`config.mk`:
```
export PLATFORM = sky130hd
export DESIGN_NAME = lc_transition_initiator
export DESIGN_NICKNAME = d
export VERILOG_FILES = /design/src/rtl/lc_pkg.sv /design/src/rtl/lc_timeout_timer.sv /design/src/rtl/lc_transition_initiator.sv
export SDC_FILE = /design/constraint.sdc
export NUM_CORES = 1
export LEC_CHECK = 0
export CAP_MARGIN = 5
export CORE_ASPECT_RATIO = 0.5
export CORE_MARGIN = 2
export CORE_UTILIZATION = 52
export CTS_BUF_LIST = sky130_fd_sc_hd__clkbuf_8
export DETAILED_ROUTE_END_ITERATION = 6
export PLACE_DENSITY = 0.95
export SLEW_MARGIN = 25
export SYNTH_ARGS = -nofsm -noshare
export SYNTH_HDL_FRONTEND = slang
export SYNTH_HIERARCHICAL = 1
export SYNTH_SLANG_ARGS = --single-unit
```
`constraint.sdc`:
```
create_clock -name clk -period 5.49 [get_ports clk]
set_clock_uncertainty 0.1 [all_clocks]
set_input_delay 0.549 -clock clk [delete_from_list [all_inputs] [get_ports clk]]
set_output_delay 0.549 -clock clk [all_outputs]
set_load 0.03 [all_outputs]
```
`src/rtl/lc_pkg.sv`:
```
// ---------------------------------------------------------------------------
// lc_pkg : shared types and constants for the lifecycle-transition initiator
// Revision: 1.0
// ---------------------------------------------------------------------------
`default_nettype none

`ifndef LC_MEMORY_WIDTH
`define LC_MEMORY_WIDTH 64
`endif

package lc_pkg;

  typedef enum logic [2:0] {
    STATUS_OK        = 3'd0,
    STATUS_AUTH_FAIL = 3'd1,
    STATUS_STALE     = 3'd2,
    STATUS_EOL       = 3'd3,
    STATUS_LOCKED    = 3'd4,
    STATUS_TIMEOUT   = 3'd5
  } lc_status_t;

  typedef enum logic [2:0] {
    INIT_IDLE    = 3'd0,
    INIT_REQ     = 3'd1,
    INIT_RELEASE = 3'd2,
    INIT_RESP    = 3'd3,
    INIT_FAULT   = 3'd4
  } lc_init_state_t;

  localparam logic [2:0] LC_STATE_RESET = 3'd1;
  localparam logic [2:0] LC_STATE_EOL   = 3'd5;

  // A transition only counts if the protection block landed exactly one step on.
  function automatic logic transition_ok(input logic       success,
                                         input logic [2:0] got_state,
                                         input logic [2:0] exp_state);
    return success && (got_state == exp_state + 3'd1);
  endfunction

endpackage

`default_nettype wire

```
`src/rtl/lc_timeout_timer.sv`:
```
// ---------------------------------------------------------------------------
// lc_timeout_timer : saturating cycle counter flagging the last allowed cycle
// Revision: 1.0
// ---------------------------------------------------------------------------
`default_nettype none

module lc_timeout_timer #(
  parameter int unsigned TIMEOUT_CYCLES = 1024
) (
  input  logic clk,
  input  logic rst_n,
  input  logic i_clear,
  input  logic i_enable,
  output logic o_expire
);

  localparam int unsigned   c_w    = $clog2(TIMEOUT_CYCLES + 1);
  localparam logic [c_w-1:0] c_last = c_w'(TIMEOUT_CYCLES - 1);

  logic [c_w-1:0] r_count;

  always_ff @(posedge clk or negedge rst_n) begin
    if (!rst_n) begin
      r_count <= '0;
    end else if (i_clear) begin
      r_count <= '0;
    end else if (i_enable && (r_count != c_last)) begin
      r_count <= r_count + 1'b1;
    end
  end

  // Expiry marks the TIMEOUT_CYCLES-th enabled cycle, so the caller leaves on that edge.
  assign o_expire = i_enable && (r_count == c_last);

endmodule

`default_nettype wire

```
`src/rtl/lc_transition_initiator.sv`:
```
// ---------------------------------------------------------------------------
// lc_transition_initiator : screens transition commands, runs the request
// handshake to the protection block, enforces lockout and timeout.
// Revision: 1.0
// ---------------------------------------------------------------------------
`default_nettype none

module lc_transition_initiator
  import lc_pkg::*;
#(
  parameter int unsigned LC_MEMORY_WIDTH = `LC_MEMORY_WIDTH,
  parameter int unsigned MAX_FAILS       = 3,
  parameter int unsigned TIMEOUT_CYCLES  = 1024
) (
  input  logic                       clk,
  input  logic                       rst_n,
  input  logic                       cmd_valid,
  output logic                       cmd_ready,
  input  logic [LC_MEMORY_WIDTH-1:0] cmd_identifier,
  input  logic [2:0]                 cmd_expected_state,
  output logic                       rsp_valid,
  input  logic                       rsp_ready,
  output logic [2:0]                 rsp_status,
  output logic [2:0]                 rsp_state,
  output logic                       locked,
  output logic                       fault,
  output logic                       lc_transition_request,
  output logic [LC_MEMORY_WIDTH-1:0] lc_identifier,
  input  logic                       lc_done,
  input  logic                       lc_success,
  input  logic [2:0]                 lc_state
);

  localparam logic [3:0] c_max_fails = 4'(MAX_FAILS);

  lc_init_state_t             r_state,     w_state_nxt;
  logic [LC_MEMORY_WIDTH-1:0] r_id,        w_id_nxt;
  logic [2:0]                 r_exp,       w_exp_nxt;
  logic                       r_succ,      w_succ_nxt;
  logic [2:0]                 r_rsp_state, w_rsp_state_nxt;
  lc_status_t                 r_status,    w_status_nxt;
  logic                       r_rsp_valid, w_rsp_valid_nxt;
  logic [3:0]                 r_fail_cnt,  w_fail_cnt_nxt;
  logic                       r_locked,    w_locked_nxt;
  logic                       r_fault,     w_fault_nxt;

  logic       w_timer_clr;
  logic       w_timer_en;
  logic       w_expire;
  logic [3:0] w_fail_inc;

  assign w_timer_en = (r_state == INIT_REQ) || (r_state == INIT_RELEASE);
  assign w_fail_inc = (r_fail_cnt == c_max_fails) ? r_fail_cnt : r_fail_cnt + 4'd1;

  lc_timeout_timer #(
    .TIMEOUT_CYCLES (TIMEOUT_CYCLES)
  ) u_timer (
    .clk      (clk),
    .rst_n    (rst_n),
    .i_clear  (w_timer_clr),
    .i_enable (w_timer_en),
    .o_expire (w_expire)
  );

  always_comb begin
    w_state_nxt     = r_state;
    w_id_nxt        = r_id;
    w_exp_nxt       = r_exp;
    w_succ_nxt      = r_succ;
    w_rsp_state_nxt = r_rsp_state;
    w_status_nxt    = r_status;
    w_rsp_valid_nxt = r_rsp_valid;
    w_fail_cnt_nxt  = r_fail_cnt;
    w_locked_nxt    = r_locked;
    w_fault_nxt     = r_fault;
    w_timer_clr     = 1'b0;

    case (r_state)
      INIT_IDLE: begin
        if (cmd_valid) begin
          w_rsp_state_nxt = lc_state;
          if (r_locked) begin
            w_status_nxt    = STATUS_LOCKED;
            w_rsp_valid_nxt = 1'b1;
            w_state_nxt     = INIT_RESP;
          end else if (lc_state != cmd_expected_state) begin
            w_status_nxt    = STATUS_STALE;
            w_rsp_valid_nxt = 1'b1;
            w_state_nxt     = INIT_RESP;
          end else if (lc_state >= LC_STATE_EOL) begin
            w_status_nxt    = STATUS_EOL;
            w_rsp_valid_nxt = 1'b1;
            w_state_nxt     = INIT_RESP;
          end else begin
            w_id_nxt    = cmd_identifier;
            w_exp_nxt   = cmd_expected_state;
            w_timer_clr = 1'b1;
            w_state_nxt = INIT_REQ;
          end
        end
      end

      INIT_REQ: begin
        // Completion takes priority over a coincident timer expiry.
        if (lc_done) begin
          w_succ_nxt      = lc_success;
          w_rsp_state_nxt = lc_state;
          w_id_nxt        = '0;
          w_state_nxt     = INIT_RELEASE;
        end else if (w_expire) begin
          w_id_nxt        = '0;
          w_fault_nxt     = 1'b1;
          w_status_nxt    = STATUS_TIMEOUT;
          w_rsp_valid_nxt = 1'b1;
          w_state_nxt     = INIT_FAULT;
        end
      end

      INIT_RELEASE: begin
        w_id_nxt = '0;
        if (!lc_done) begin
          w_rsp_valid_nxt = 1'b1;
          w_state_nxt     = INIT_RESP;
          if (transition_ok(r_succ, r_rsp_state, r_exp)) begin
            w_status_nxt   = STATUS_OK;
            w_fail_cnt_nxt = 4'd0;
          end else begin
            w_status_nxt   = STATUS_AUTH_FAIL;
            w_fail_cnt_nxt = w_fail_inc;
            w_locked_nxt   = r_locked | (w_fail_inc == c_max_fails);
          end
        end else if (w_expire) begin
          w_fault_nxt     = 1'b1;
          w_status_nxt    = STATUS_TIMEOUT;
          w_rsp_valid_nxt = 1'b1;
          w_state_nxt     = INIT_FAULT;
        end
      end

      INIT_RESP: begin
        if (rsp_ready) begin
          w_rsp_valid_nxt = 1'b0;
          w_state_nxt     = INIT_IDLE;
        end
      end

      INIT_FAULT: begin
        if (rsp_ready) begin
          w_rsp_valid_nxt = 1'b0;
        end
      end

      default: begin
        w_state_nxt = INIT_IDLE;
      end
    endcase
  end

  always_ff @(posedge clk or negedge rst_n) begin
    if (!rst_n) begin
      r_state     <= INIT_IDLE;
      r_id        <= '0;
      r_exp       <= 3'd0;
      r_succ      <= 1'b0;
      r_rsp_state <= 3'd0;
      r_status    <= STATUS_OK;
      r_rsp_valid <= 1'b0;
      r_fail_cnt  <= 4'd0;
      r_locked    <= 1'b0;
      r_fault     <= 1'b0;
    end else begin
      r_state     <= w_state_nxt;
      r_id        <= w_id_nxt;
      r_exp       <= w_exp_nxt;
      r_succ      <= w_succ_nxt;
      r_rsp_state <= w_rsp_state_nxt;
      r_status    <= w_status_nxt;
      r_rsp_valid <= w_rsp_valid_nxt;
      r_fail_cnt  <= w_fail_cnt_nxt;
      r_locked    <= w_locked_nxt;
      r_fault     <= w_fault_nxt;
    end
  end

  assign cmd_ready             = (r_state == INIT_IDLE);
  assign lc_transition_request = (r_state == INIT_REQ);
  assign lc_identifier         = r_id;
  assign rsp_valid             = r_rsp_valid;
  assign rsp_status            = r_status;
  assign rsp_state             = r_rsp_state;
  assign locked                = r_locked;
  assign fault                 = r_fault;

endmodule

`default_nettype wire

```
==> qor.yml <==
synth:
  synth_edf_count: 0
  avgSynthCellArea_sq_um: 10.2
  async_flop_share_pct: 100
  syn_area_sq_mm: 0.00482
  synth-main-ff-cell: "dfrtp_1"
  ys_seq_elements: 95
  syn_nets: 550
  synth.distinct_cells: 62
  ys_seq_area_share_pct: 49.3
  synthCells: 471
  yosys_warnings: 6
grt:
  grt_pass1_vias: 3871
  grt_pass1_wl_um: 18900
  grt_antenna_before_repair: 0
  grt_use_total_pct: 23.6
  grt_max_degree: 77
  overflow: 0
timing:
  hold_violations: 0
  setup_viol_count_final: 0
  maxSlewViolCount: 0
  rsz0062_at_grt: "no"
  fmax_mhz: 261
  max-slew-margin-rel_pct: 38.4
  worst_hold_slack_ns: 0.380
  tns_ns: 0
  finalCritPeriodShare_pct: 69.7
  worstMarginPinSlew_ns: 0.917
  fin_crit_ns: 3.82
final_layout:
  drive_gt1_share_pct: 5.81
  nNetsFinal: 694
  syn_to_final_growth_pct: 35.7
  final_cell_mix: "clkdlybuf4s50_1, dfrtp_1, nand2_1"
  num_antenna_cells: 0
  utilization_pct: 73.9
  layout_commonest_cell: "clkdlybuf4s50_1"
  stdcell_count: 737
outcome:
  violations: "design-rule violations"
  status: "finished, violations left"
detailed_routing:
  drc: 10
  ant_nets: 0
  drt_iter0_drc: 257
  viasPerCell: 5.14
  avgRoutedWirePerCell_um: 15.6
  dr.pass1.iters: 7
  wl_um: 11500
  num_vias: 3787
clocking:
  clk_latency_ns: 0.36
  cts.sinks: 95
  cts_buffers: 9
  cts_root_buffer: "clkbuf_8"
  cts_max_path_buffers: 2
  cts_tree: "yes"
  clkSlewWorstSetupHoldPaths_ns: 0.09
  h-tree-depth: 3
setup_path:
  crit_fanout: 64
  critPathKind: "reg2reg"
  r2r_cells: 10
  reg2reg_to: "lc_identifier[28]"
  crit_buf_inv: 2
  crit_chain: "nand2b_1, a21o_2, inv_2, nand2_1, or3_1, nor3_1, o21bai_1, a211oi_4, buf_12, mux2i_1"
  cpMaxStageDelayCell: "nor3_1"
  cp.required_ns: 5.68
  worstSetupEndpointType: "flip-flop"
  startpoint_type: "flip-flop"
  reg2reg_from: "r_state[0]"
  regToRegSetupSlack_ns: 1.67
  cp_num_cells: 10
  cp_slowest_stage_delay_ns: 0.73
  critical-path-top-delay-family: "simple AND/OR/NAND/NOR gates"
  cp_data_arrival_time_ns: 4.01
job:
  max_cap_violations: 0
placed_design:
  portBuffers: 150
  hpwl_um: 8170
  gp_congestion: 0.843
  place_inst: 720
floorplan:
  top_level_ports: 151
  core_area_sq_mm: 0.00886
  die-height_um: 72.1
  rows: 24
  start_util_pct: 54.4
  fp.dieW_um: 140
  die-area_sq_mm: 0.0101
pwr:
  power_mw: 4.10
  p_leak_nw: 2.97
  irDropWorstVdd_uv: 369
  p_per_area_mw_per_mm2: 627
min_path:
  min_path_cells: 1
  hold_end: "fault"
  hold_path.class: "reg2reg"
  worstHoldStart: "fault"
[Yosys cell counts, types with 2 or more instances]
library cell	n	area [sq um]
dfrtp_1	95	2380
nand2_1	76	285
inv_1	73	274
mux2i_1	66	661
nor2_1	15	56.3
a21oi_1	14	70.1
mux2_1	9	101
nor3_1	8	40.0
buf_12	6	120
clkbuf_1	6	22.5
nor2b_1	6	37.5
nand2b_1	5	31.3
nand3_1	5	25.0
nand4_1	4	25.0
o21ai_0	4	20.0
o21ai_1	4	20.0
xor2_1	4	35.0
and2_1	3	18.8
buf_2	3	15.0
ha_1	3	37.5
inv_2	3	11.3
nor3b_1	3	22.5
o21bai_1	3	22.5
o22ai_1	3	18.8
or4_1	3	22.5
a211oi_1	2	15.0
a21o_1	2	15.0
a31oi_1	2	12.5
a41oi_1	2	17.5
buf_1	2	7.51
buf_6	2	22.5
o211ai_1	2	15.0
o31ai_1	2	15.0
or3_1	2	12.5
xnor2_1	2	17.5
[how the worst max path moves through the flow]
stage / slack [ns] / from / to
floorplan: 2.75 / r_state[0] / lc_identifier[0]
global placement: 1.85 / r_state[1] / lc_identifier[56]
detailed placement: 1.71 / r_state[0] / lc_identifier[63]
CTS: 1.68 / r_state[1] / lc_identifier[0]
global route: 1.37 / r_state[0] / lc_identifier[14]
finish: 1.67 / r_state[0] / lc_identifier[28]
[where the power goes]
part           switching (mW)  internal (mW)
combinational            1.34          0.996
sequential              0.246           1.01
clock                   0.253          0.257
[metal layers]
metal / vias to the layer above / global-route usage, % / part of all wire, %
met1: 1816 / 28.1 / 41
li1: 1834 / - / -
met4: 0 / 8.42 / 2.3
met5: - / 0 / 0
met2: 113 / 43.2 / 53
met3: 24 / 4.95 / 4.2
[what timing repair did]
item                                   4_1_cts  5_1_grt
buffers inserted                             0        0
hold buffers                                 1        0
endpoints found under the hold margin       19        0
resized for setup                            0        0
[through the flow]
step	setup slack (ns)	cell area, sq um
2_1_floorplan	2.75	4820
3_3_place_gp	1.85	6310
3_5_place_dp	1.71	6310
4_1_cts	1.68	6540
5_1_grt	1.37	6540
6_report	1.67	6540
[cell type report]
cell class                      count  area (sq um)
Clock buffer                        9           124
Clock inverter                      7          96.3
Fill cell                         595          2310
Inverter                           76           285
Multi-Input combinational cell    279          1970
Sequential cell                    95          2380
Tap cell                          117           146
Timing Repair Buffer              154          1550
[sequential cells by signal, summed over array words and instances, names as in the netlist]
| register | flops |
|---|---|
| lc_identifier | 64 |
| u_timer/r_count | 11 |
| r_fail_cnt | 4 |
| r_exp | 3 |
| r_state | 3 |
| rsp_state | 3 |
| rsp_status | 3 |
| fault | 1 |
| locked | 1 |
| r_succ | 1 |
| rsp_valid | 1 |
[kinds of logic (layout without fill, tap and decap cells)]
family | Yosys count | count (layout) | share of synthesized area [%]
and+or+nand+nor | 141 | 141 | 14.2
buffers and inverters | 97 | 246 | 10.1
DFF | 95 | 95 | 49.3
muxes | 76 | 76 | 16.0
AOI/OAI and AO/OA | 52 | 52 | 7.99
xor gates and xnor gates | 7 | 7 | 1.56
adders and majority gates | 3 | 3 | 0.779
Note: power is estimated with default switching activity, not from simulation.
